--- src/rtl/quad_pkg.sv ---
// quad_pkg: shared constants, types and helpers for the quadrature decoder.
//   DIR_UP / DIR_DN   : values presented on dir
//   PH0..PH3          : phase codes {a,b} in up-count order
//   state_t           : decoder FSM states
//   PRIME_CYCLES      : synchronizer fill cycles after reset
//   next_up()         : phase that follows a given phase when counting up
package quad_pkg;

  localparam logic DIR_UP = 1'b1;
  localparam logic DIR_DN = 1'b0;

  localparam logic [1:0] PH0 = 2'b00;
  localparam logic [1:0] PH1 = 2'b10;
  localparam logic [1:0] PH2 = 2'b11;
  localparam logic [1:0] PH3 = 2'b01;

  localparam int PRIME_CYCLES = 2;

  typedef enum logic {
    PRIME = 1'b0,
    RUN   = 1'b1
  } state_t;

  // Up order is PH0 -> PH1 -> PH2 -> PH3 -> PH0; the down step from X is the
  // phase whose up-successor is X.
  function automatic logic [1:0] next_up(input logic [1:0] ph);
    logic [1:0] nxt;
    case (ph)
      PH0:     nxt = PH1;
      PH1:     nxt = PH2;
      PH2:     nxt = PH3;
      default: nxt = PH0;
    endcase
    return nxt;
  endfunction

endpackage

--- src/rtl/quad_decoder_if.sv ---
// quad_decoder_if: encoder pins, load port and decoded outputs of quad_decoder.
//   a_in, b_in, idx_in : raw encoder pins (asynchronous to clk)
//   en_load, load      : synchronous position load
//   step, dir          : step event and its direction
//   cnt, err           : position count and sticky illegal-transition flag
// Handshake: there is no backpressure. step is a single-cycle strobe that is
// valid for exactly the clk cycle it is high; dir/cnt are valid alongside it
// and hold until the next event. en_load is accepted on every edge it is high.
// master = the side driving pins and load; slave = the decoder.
interface quad_decoder_if #(
  parameter int N = 8
);
  logic         a_in;
  logic         b_in;
  logic         idx_in;
  logic         en_load;
  logic [N-1:0] load;
  logic         step;
  logic         dir;
  logic [N-1:0] cnt;
  logic         err;

  modport master (
    output a_in, b_in, idx_in, en_load, load,
    input  step, dir, cnt, err
  );

  modport slave (
    input  a_in, b_in, idx_in, en_load, load,
    output step, dir, cnt, err
  );
endinterface

--- src/rtl/sync2.sv ---
// sync2: 1-bit two-flop synchronizer, both flops cleared by rst.
//   clk : system clock
//   rst : synchronous active-high reset
//   d   : asynchronous input
//   q   : synchronized output (second flop)
module sync2 (
  input  logic clk,
  input  logic rst,
  input  logic d,
  output logic q
);

  logic ff1;

  always_ff @(posedge clk) begin
    if (rst) begin
      ff1 <= 1'b0;
      q   <= 1'b0;
    end else begin
      ff1 <= d;
      q   <= ff1;
    end
  end

endmodule

--- src/rtl/quad_decoder.sv ---
// quad_decoder: quadrature decoder with loadable N-bit position counter.
//   clk       : system clock, rising edge
//   rst       : synchronous active-high reset
//   bus       : quad_decoder_if.slave (pins, load port, step/dir/cnt/err)
//   dbg_state : current FSM state (PRIME while synchronizers fill, then RUN)
module quad_decoder
  import quad_pkg::*;
#(
  parameter int N = 8
) (
  input  logic            clk,
  input  logic            rst,
  quad_decoder_if.slave   bus,
  output state_t          dbg_state
);

  localparam int          PW         = $clog2(PRIME_CYCLES + 1);
  localparam logic [PW-1:0] PRIME_LAST = PW'(PRIME_CYCLES);

  // Synchronized pins and their previous-cycle copies.
  logic a_s, b_s, i_s;
  logic a_p, b_p, i_p;

  sync2 u_sync_a (.clk(clk), .rst(rst), .d(bus.a_in),   .q(a_s));
  sync2 u_sync_b (.clk(clk), .rst(rst), .d(bus.b_in),   .q(b_s));
  sync2 u_sync_i (.clk(clk), .rst(rst), .d(bus.idx_in), .q(i_s));

  // ---------------------------------------------------------------- FSM
  state_t        state_q, state_d;
  logic [PW-1:0] prime_q, prime_d;
  logic          decode_en;

  always_ff @(posedge clk) begin
    if (rst) begin
      state_q <= PRIME;
      prime_q <= '0;
    end else begin
      state_q <= state_d;
      prime_q <= prime_d;
    end
  end

  // PRIME covers the deassertion edge plus PRIME_CYCLES more, which is how
  // long it takes live pin values to reach the previous-value flops. Leaving
  // earlier would compare live pins against the reset zeros and report a
  // phantom step or illegal jump.
  always_comb begin
    state_d = state_q;
    prime_d = prime_q;
    case (state_q)
      PRIME: begin
        if (prime_q == PRIME_LAST) state_d = RUN;
        else                       prime_d = prime_q + PW'(1);
      end
      RUN:     state_d = RUN;
      default: state_d = PRIME;
    endcase
  end

  always_comb begin
    decode_en = (state_q == RUN);
  end

  assign dbg_state = state_q;

  // ---------------------------------------------------------------- decode
  logic [1:0] ph_cur, ph_prv;
  logic       mv_up, mv_dn, changed;
  logic       step_ev, bad_ev, idx_rise;

  always_comb begin
    ph_cur   = {a_s, b_s};
    ph_prv   = {a_p, b_p};
    changed  = (ph_cur != ph_prv);
    // Equal phases never satisfy either test, since next_up has no fixed point.
    mv_up    = (ph_cur == next_up(ph_prv));
    mv_dn    = (ph_prv == next_up(ph_cur));
    step_ev  = decode_en && (mv_up || mv_dn);
    bad_ev   = decode_en && changed && !mv_up && !mv_dn;
    idx_rise = decode_en && i_s && !i_p;
  end

  // ---------------------------------------------------------------- datapath
  logic         step_q, dir_q, err_q;
  logic [N-1:0] cnt_q;

  always_ff @(posedge clk) begin
    if (rst) begin
      a_p    <= 1'b0;
      b_p    <= 1'b0;
      i_p    <= 1'b0;
      step_q <= 1'b0;
      dir_q  <= DIR_UP;
      cnt_q  <= '0;
      err_q  <= 1'b0;
    end else begin
      a_p <= a_s;
      b_p <= b_s;
      i_p <= i_s;

      // step/dir report every valid transition, even when load or index
      // take the counter instead.
      step_q <= step_ev;
      if (step_ev) dir_q <= mv_up ? DIR_UP : DIR_DN;

      if (bus.en_load)  cnt_q <= bus.load;
      else if (idx_rise) cnt_q <= '0;
      else if (step_ev)  cnt_q <= mv_up ? cnt_q + N'(1) : cnt_q - N'(1);

      if (bus.en_load)  err_q <= 1'b0;
      else if (bad_ev)  err_q <= 1'b1;
    end
  end

  assign bus.step = step_q;
  assign bus.dir  = dir_q;
  assign bus.cnt  = cnt_q;
  assign bus.err  = err_q;

endmodule
--- src/flat_wrapper.sv ---
// flat-port wrapper written by rule: the top's interface ports become plain ports
module quad_decoder_flat import quad_pkg::*;
#(
  parameter int N = 8
)
  (clk, rst, dbg_state, bus_a_in, bus_b_in, bus_idx_in, bus_en_load, bus_load, bus_step, bus_dir, bus_cnt, bus_err);
  quad_decoder_if #(.N(N)) bus_i ();
  input  logic clk;
  input  logic rst;
  output state_t dbg_state;
  input wire logic [$bits(bus_i.a_in)-1:0] bus_a_in;
  input wire logic [$bits(bus_i.b_in)-1:0] bus_b_in;
  input wire logic [$bits(bus_i.idx_in)-1:0] bus_idx_in;
  input wire logic [$bits(bus_i.en_load)-1:0] bus_en_load;
  input wire logic [$bits(bus_i.load)-1:0] bus_load;
  output wire logic [$bits(bus_i.step)-1:0] bus_step;
  output wire logic [$bits(bus_i.dir)-1:0] bus_dir;
  output wire logic [$bits(bus_i.cnt)-1:0] bus_cnt;
  output wire logic [$bits(bus_i.err)-1:0] bus_err;
  assign bus_i.a_in = bus_a_in;
  assign bus_i.b_in = bus_b_in;
  assign bus_i.idx_in = bus_idx_in;
  assign bus_i.en_load = bus_en_load;
  assign bus_i.load = bus_load;
  assign bus_step = bus_i.step;
  assign bus_dir = bus_i.dir;
  assign bus_cnt = bus_i.cnt;
  assign bus_err = bus_i.err;
  quad_decoder #(.N(N)) u_core (.clk(clk), .rst(rst), .bus(bus_i), .dbg_state(dbg_state));
endmodule
--- config.mk ---
export PLATFORM = sky130hd
export DESIGN_NAME = quad_decoder_flat
export DESIGN_NICKNAME = d
export VERILOG_FILES = /design/src/rtl/quad_pkg.sv /design/src/rtl/quad_decoder_if.sv /design/src/rtl/sync2.sv /design/src/rtl/quad_decoder.sv /design/src/flat_wrapper.sv
export SDC_FILE = /design/constraint.sdc
export NUM_CORES = 1
export LEC_CHECK = 0
export ABC_AREA = 0
export CORE_ASPECT_RATIO = 1.5
export CORE_MARGIN = 2
export CORE_UTILIZATION = 50
export CTS_CLUSTER_DIAMETER = 40
export DETAILED_ROUTE_END_ITERATION = 6
export PLACE_DENSITY = 0.77
export SYNTH_ARGS = -nofsm -noshare
export SYNTH_HDL_FRONTEND = slang
export SYNTH_SLANG_ARGS = --single-unit
--- constraint.sdc ---
create_clock -name clk -period 6.16 [get_ports clk]
set_input_delay 0.924 -clock clk [delete_from_list [all_inputs] [get_ports clk]]
set_output_delay 0.924 -clock clk [all_outputs]
set_load 0.02 [all_outputs]
# [Word-level counts from Yosys, hierarchy flattened]
# Cells that the tools add are included.
[totals] romBits=0 register_bits=23 memories=0 out_inout_bits=12 mem_bits_rw=0 latchBits=0 word_cells=52
[classes] div_mod_pow=0 bitwise=2 shift=0 order_cmp=0 mux=9 n_reduce_logical=15 n_addsub=3 multipliers=0 n_eq_ne=8
[op_table] cell="8-bit 2-to-1 mux" n=4
[op_table] cell="2-bit one-hot mux with 3 select lines" n=2
[op_table] cell="2-bit == test, second input constant" n=5
[op_table] cell="8-bit by 1-bit adder with 8-bit output, second input constant" n=1
[op_table] cell="8-bit by 1-bit subtractor with 8-bit output, second input constant" n=1
[op_table] cell="1-bit logical AND" n=6
[op_table] cell="2-bit == test" n=2
[op_table] cell="2-bit logical NOT" n=2
[op_table] cell="1-bit logical NOT" n=3
[op_table] cell="3-bit nonzero test" n=1
[op_table] cell="2-bit by 1-bit adder with 2-bit output, second input constant" n=1
[op_table] cell="1-bit 2-to-1 mux" n=2
[op_table] cell="2-bit != test" n=1
[op_table] cell="1-bit NOT" n=2
[op_table] cell="1-bit one-hot mux with 2 select lines" n=1
[op_table] cell="2-bit AND reduction" n=1
[op_table] cell="2-bit OR reduction" n=1
[op_table] cell="1-bit logical OR" n=1

# [Logic depth before layout (Yosys ltp)]
[logic_depth] ltp_word=8 mapped_depth=9 mapped_depth_nobuf=9

# [Hierarchy]
# From an unflattened synthesis, not the netlist that was laid out.
[hier_totals] hier_cells=131 area_unflattened_um2=1193.6
[by_module_without_submodules] mod="quad_decoder" area_each_um2=1036.0 cells_per_inst=119 instances=1
[by_module_without_submodules] mod="sync2" area_each_um2=52.6 cells_per_inst=4 instances=3

# [Worst setup path before layout]
# No wires, ideal clock.
[synth_path] path_kind="register -> register" from="register u_core.u_sync_b.q" to="register u_core.cnt_q[6] (netlist: u_core.bus.cnt[6])" path_stages_with_launch=10 arrival_time_ns=2.170 n_path_buf=0 synth_period_minus_slack_ns=2.297 setup_slack_ns=3.863 path_cell_list="dfxtp_1 xor2_1 nor2_1 inv_1 ha_1 nor2b_1 o31a_1 o21ai_0 a21oi_1 or3_1"
[synth_between] elab_cells_between_ends=13 classes_between="4 x eq/ne; 5 x mux; 4 x reduce/logical"
[synth_rtl] element="start, declared" line="sync2.sv:10" source="output logic q"
[synth_rtl] element="start signal, assigned" line="sync2.sv:18" source="q <= 1'b0;"
[synth_rtl] element="start signal, assigned" line="sync2.sv:21" source="q <= ff1;"
[synth_rtl] element="2-bit == test *" line="quad_decoder.sv:76" source="mv_up = (ph_cur == next_up(ph_prv));"
[synth_rtl] element="net u_core.mv_up" line="quad_decoder.sv:68" source="logic mv_up, mv_dn, changed;"
[synth_rtl] element="8-bit 2-to-1 mux (2 in series)" line="quad_decoder.sv:108" source="else if (step_ev) cnt_q <= mv_up ? cnt_q + N'(1) : cnt_q - N'(1);"
[synth_rtl] element="8-bit 2-to-1 mux" line="quad_decoder.sv:107" source="else if (idx_rise) cnt_q <= '0;"
[synth_rtl] element="8-bit 2-to-1 mux" line="quad_decoder.sv:106" source="if (bus.en_load) cnt_q <= bus.load;"
[synth_rtl] element="end signal, assigned" line="quad_decoder.sv:106"
[synth_rtl] element="end signal, assigned" line="quad_decoder.sv:108"
[synth_rtl] element="end, declared" line="quad_decoder.sv:85" source="logic [N-1:0] cnt_q;"
# Mark *: on every way through the listed nets, which the timed path passes. The rest lies on a longest branch. The select of a mux whose other input is x is not followed.
# A chain may end at the register's enable or synchronous reset.

==> out/results.ini <==
[routing]
drt-initial-drc-count = 18
viasPerCell = 5.68
antenna_left = 0
via_count = 1011
drcViolationCount = 0
drt_wl_total_um = 2500
drt-pass1-iter-count = 4
wl_per_cell_um = 14.0

[logic_synthesis]
yosysMostFrequentCell = dfxtp_1
avgSynthCellArea_um2 = 9.08
synth_top_cell_area_share = 0.390
ys_ff_latch = 23
ys_warn_count = 0
synth-edff-count = 0
async_flop_share = 0
netlist_area_um2 = 1180
synth.area.top_cells = dfxtp_1 (39%), ha_1 (7.4%), nor2b_1 (6.4%), xnor2_1 (4.5%), a21oi_1 (4.2%)
synth_cells = 130
synth_top_flop_cell = dfxtp_1
synth_top_area_cell = dfxtp_1
ys_seq_area_frac = 0.390
syn-num-nets = 152
synth_common_cells = dfxtp_1 (23), nor2b_1 (12), a21oi_1 (10), inv_1 (9), nor2_1 (9)
synth_cell_types = 38

[clock_tree]
hold_buffers = 0
cts_resized = 0
htreeDepth = 1
clk_latency_ns = 0.32
post_cts_buffers = 0
numCtsBuffers = 3
cts-root-buf = clkbuf_4
tritoncts = done
numClockSinks = 23
clockBufferDepth = 2
clk_pin_slew_ns = 0.12

[placed_design]
place_inst = 174
placed_cell_area_um2 = 1440
port_buffers = 25
gp_congestion = 0.792
hpwlAfterDp_um = 1970
dpl_worst_slack_ns = 3.08

[pwr]
power_frac_seq = 0.477
power_frac_comb = 0.337
p_switching_mw = 0.125
p_per_area_nw_per_um2 = 256
internal_power_mw = 0.251
peakVddDrop_mv = 0.240
p_clk_frac = 0.186
fin_total_pwr_mw = 0.376
leakage_nw = 0.569
swShare = 0.332

[timing]
tns_ns = 0
setup_viol = 0
slew_headroom = 0.466
rsz0062_at_grt = no
drv_slew = 0
worst_pin_slew_ns = 0.799
setup_slack_ns = 3.37
fmax_mhz = 359
fin_hold_ws_ns = 0.452
period_minus_slack_ns = 2.79
hold_viol = 0
finalCritPeriodShare = 0.453
clock_skew_ns = 0.00664

[hold_path]
hold_depth = 1
worstHoldPathType = flop to flop

[finish]
antenna_cells = 0
area_growth_pct = 24.5
register_area_um2 = 460
nNetsFinal = 178
final_cells = 178
drive_above_1_share = 0.0387
multi_input_area_um2 = 669
fin_util = 0.658
stdcell_area_um2 = 1470
fillers = 200

[floorplanning]
die-area_um2 = 2770
core_area_um2 = 2230
fp.dieH_um = 63.5
pin_count = 26
rows = 21
die_w_um = 43.7
start_util = 0.528

[setup_path]
critPathLaunchType = input port
required_ns = 6.43
worstPathArrival_ns = 3.06
criticalPathCategory = input port to flop
cp_max_fo = 24
rrSetupSlack_ns = 3.45
critPathCaptureType = flop
r2r_cells = 9

[grt]
grtUsageTotal = 0.202
antenna_found_initial = 0
overflow = 0
grt_pass1_wl_um = 4300
grt_pass1_vias = 995
grt_max_degree = 25

[outcome]
status = finished clean

[flow_run]
max-cap-violations = 0

-- flip-flops by register name, indices dropped and copies added (netlist names) --
name,count
u_core.a_p,1
u_core.b_p,1
u_core.bus.cnt,8
u_core.bus.dir,1
u_core.bus.err,1
u_core.bus.step,1
u_core.dbg_state,1
u_core.i_p,1
u_core.prime_q,2
u_core.u_sync_a.ff1,1
u_core.u_sync_a.q,1
u_core.u_sync_b.ff1,1
u_core.u_sync_b.q,1
u_core.u_sync_i.ff1,1
u_core.u_sync_i.q,1
-- cell usage in the layout, fill, tap and decap left out, types with 2 or more instances in the layout --
cell and count:
a211oi_1 4, a21oi_1 10, a221oi_1 4, clkbuf_4 3, clkdlybuf4s50_1 25, dfxtp_1 23
ha_1 7, inv_1 9, nand2_1 7, nand4b_1 2, nor2_1 9, nor2b_1 12
o21ai_0 8, xnor2_1 6, xor2_1 2
-- final timing paths --
path / start / endpoint
min: u_core.u_sync_b.ff1 / u_core.u_sync_b.q
max reg2reg: u_core.u_sync_b.q / u_core.bus.cnt[6]
min reg2reg: u_core.u_sync_b.ff1 / u_core.u_sync_b.q
max: rst / u_core.bus.cnt[6]
-- layer usage --
layer,GRT usage,part of all wire
met2,0.349,0.52
met5,0,0
met1,0.245,0.43
met3,0.0201,0.035
met4,0.0795,0.019
-- critical path: stages --
cell             delay (ns)
clkdlybuf4s50_1        0.82
nor3b_1                0.75
nand2_1                0.11
nor4b_1                0.29
or3_1                  0.16
-- logic make-up after synthesis --
| group | share of synthesized area |
|---|---|
| flops | 0.390 |
| xor+xnor | 0.0732 |
| fa+ha+maj | 0.0912 |
| mux | 0.00848 |
| simple gates | 0.182 |
| buf+inv | 0.0424 |
| compound gates | 0.212 |
-- power by group through the flow --
stage	combinational [mW]	sequential (mW)	clock (mW)
after floorplan	0.0824	0.185	0
after global placement	0.122	0.182	0
after detailed placement	0.127	0.183	0
after CTS	0.128	0.180	0.0716
after global routing	0.142	0.181	0.0794
final	0.127	0.179	0.0700
-- layout make-up --
class | count | share of cell area
timing repair buffer | 25 | 0.170
sequential | 23 | 0.313
multi-input combinational | 94 | 0.456
inverter | 9 | 0.0230
tap | 23 | 0.0196
clock buffer | 4 | 0.0179
(Power assumes the default switching activity.)
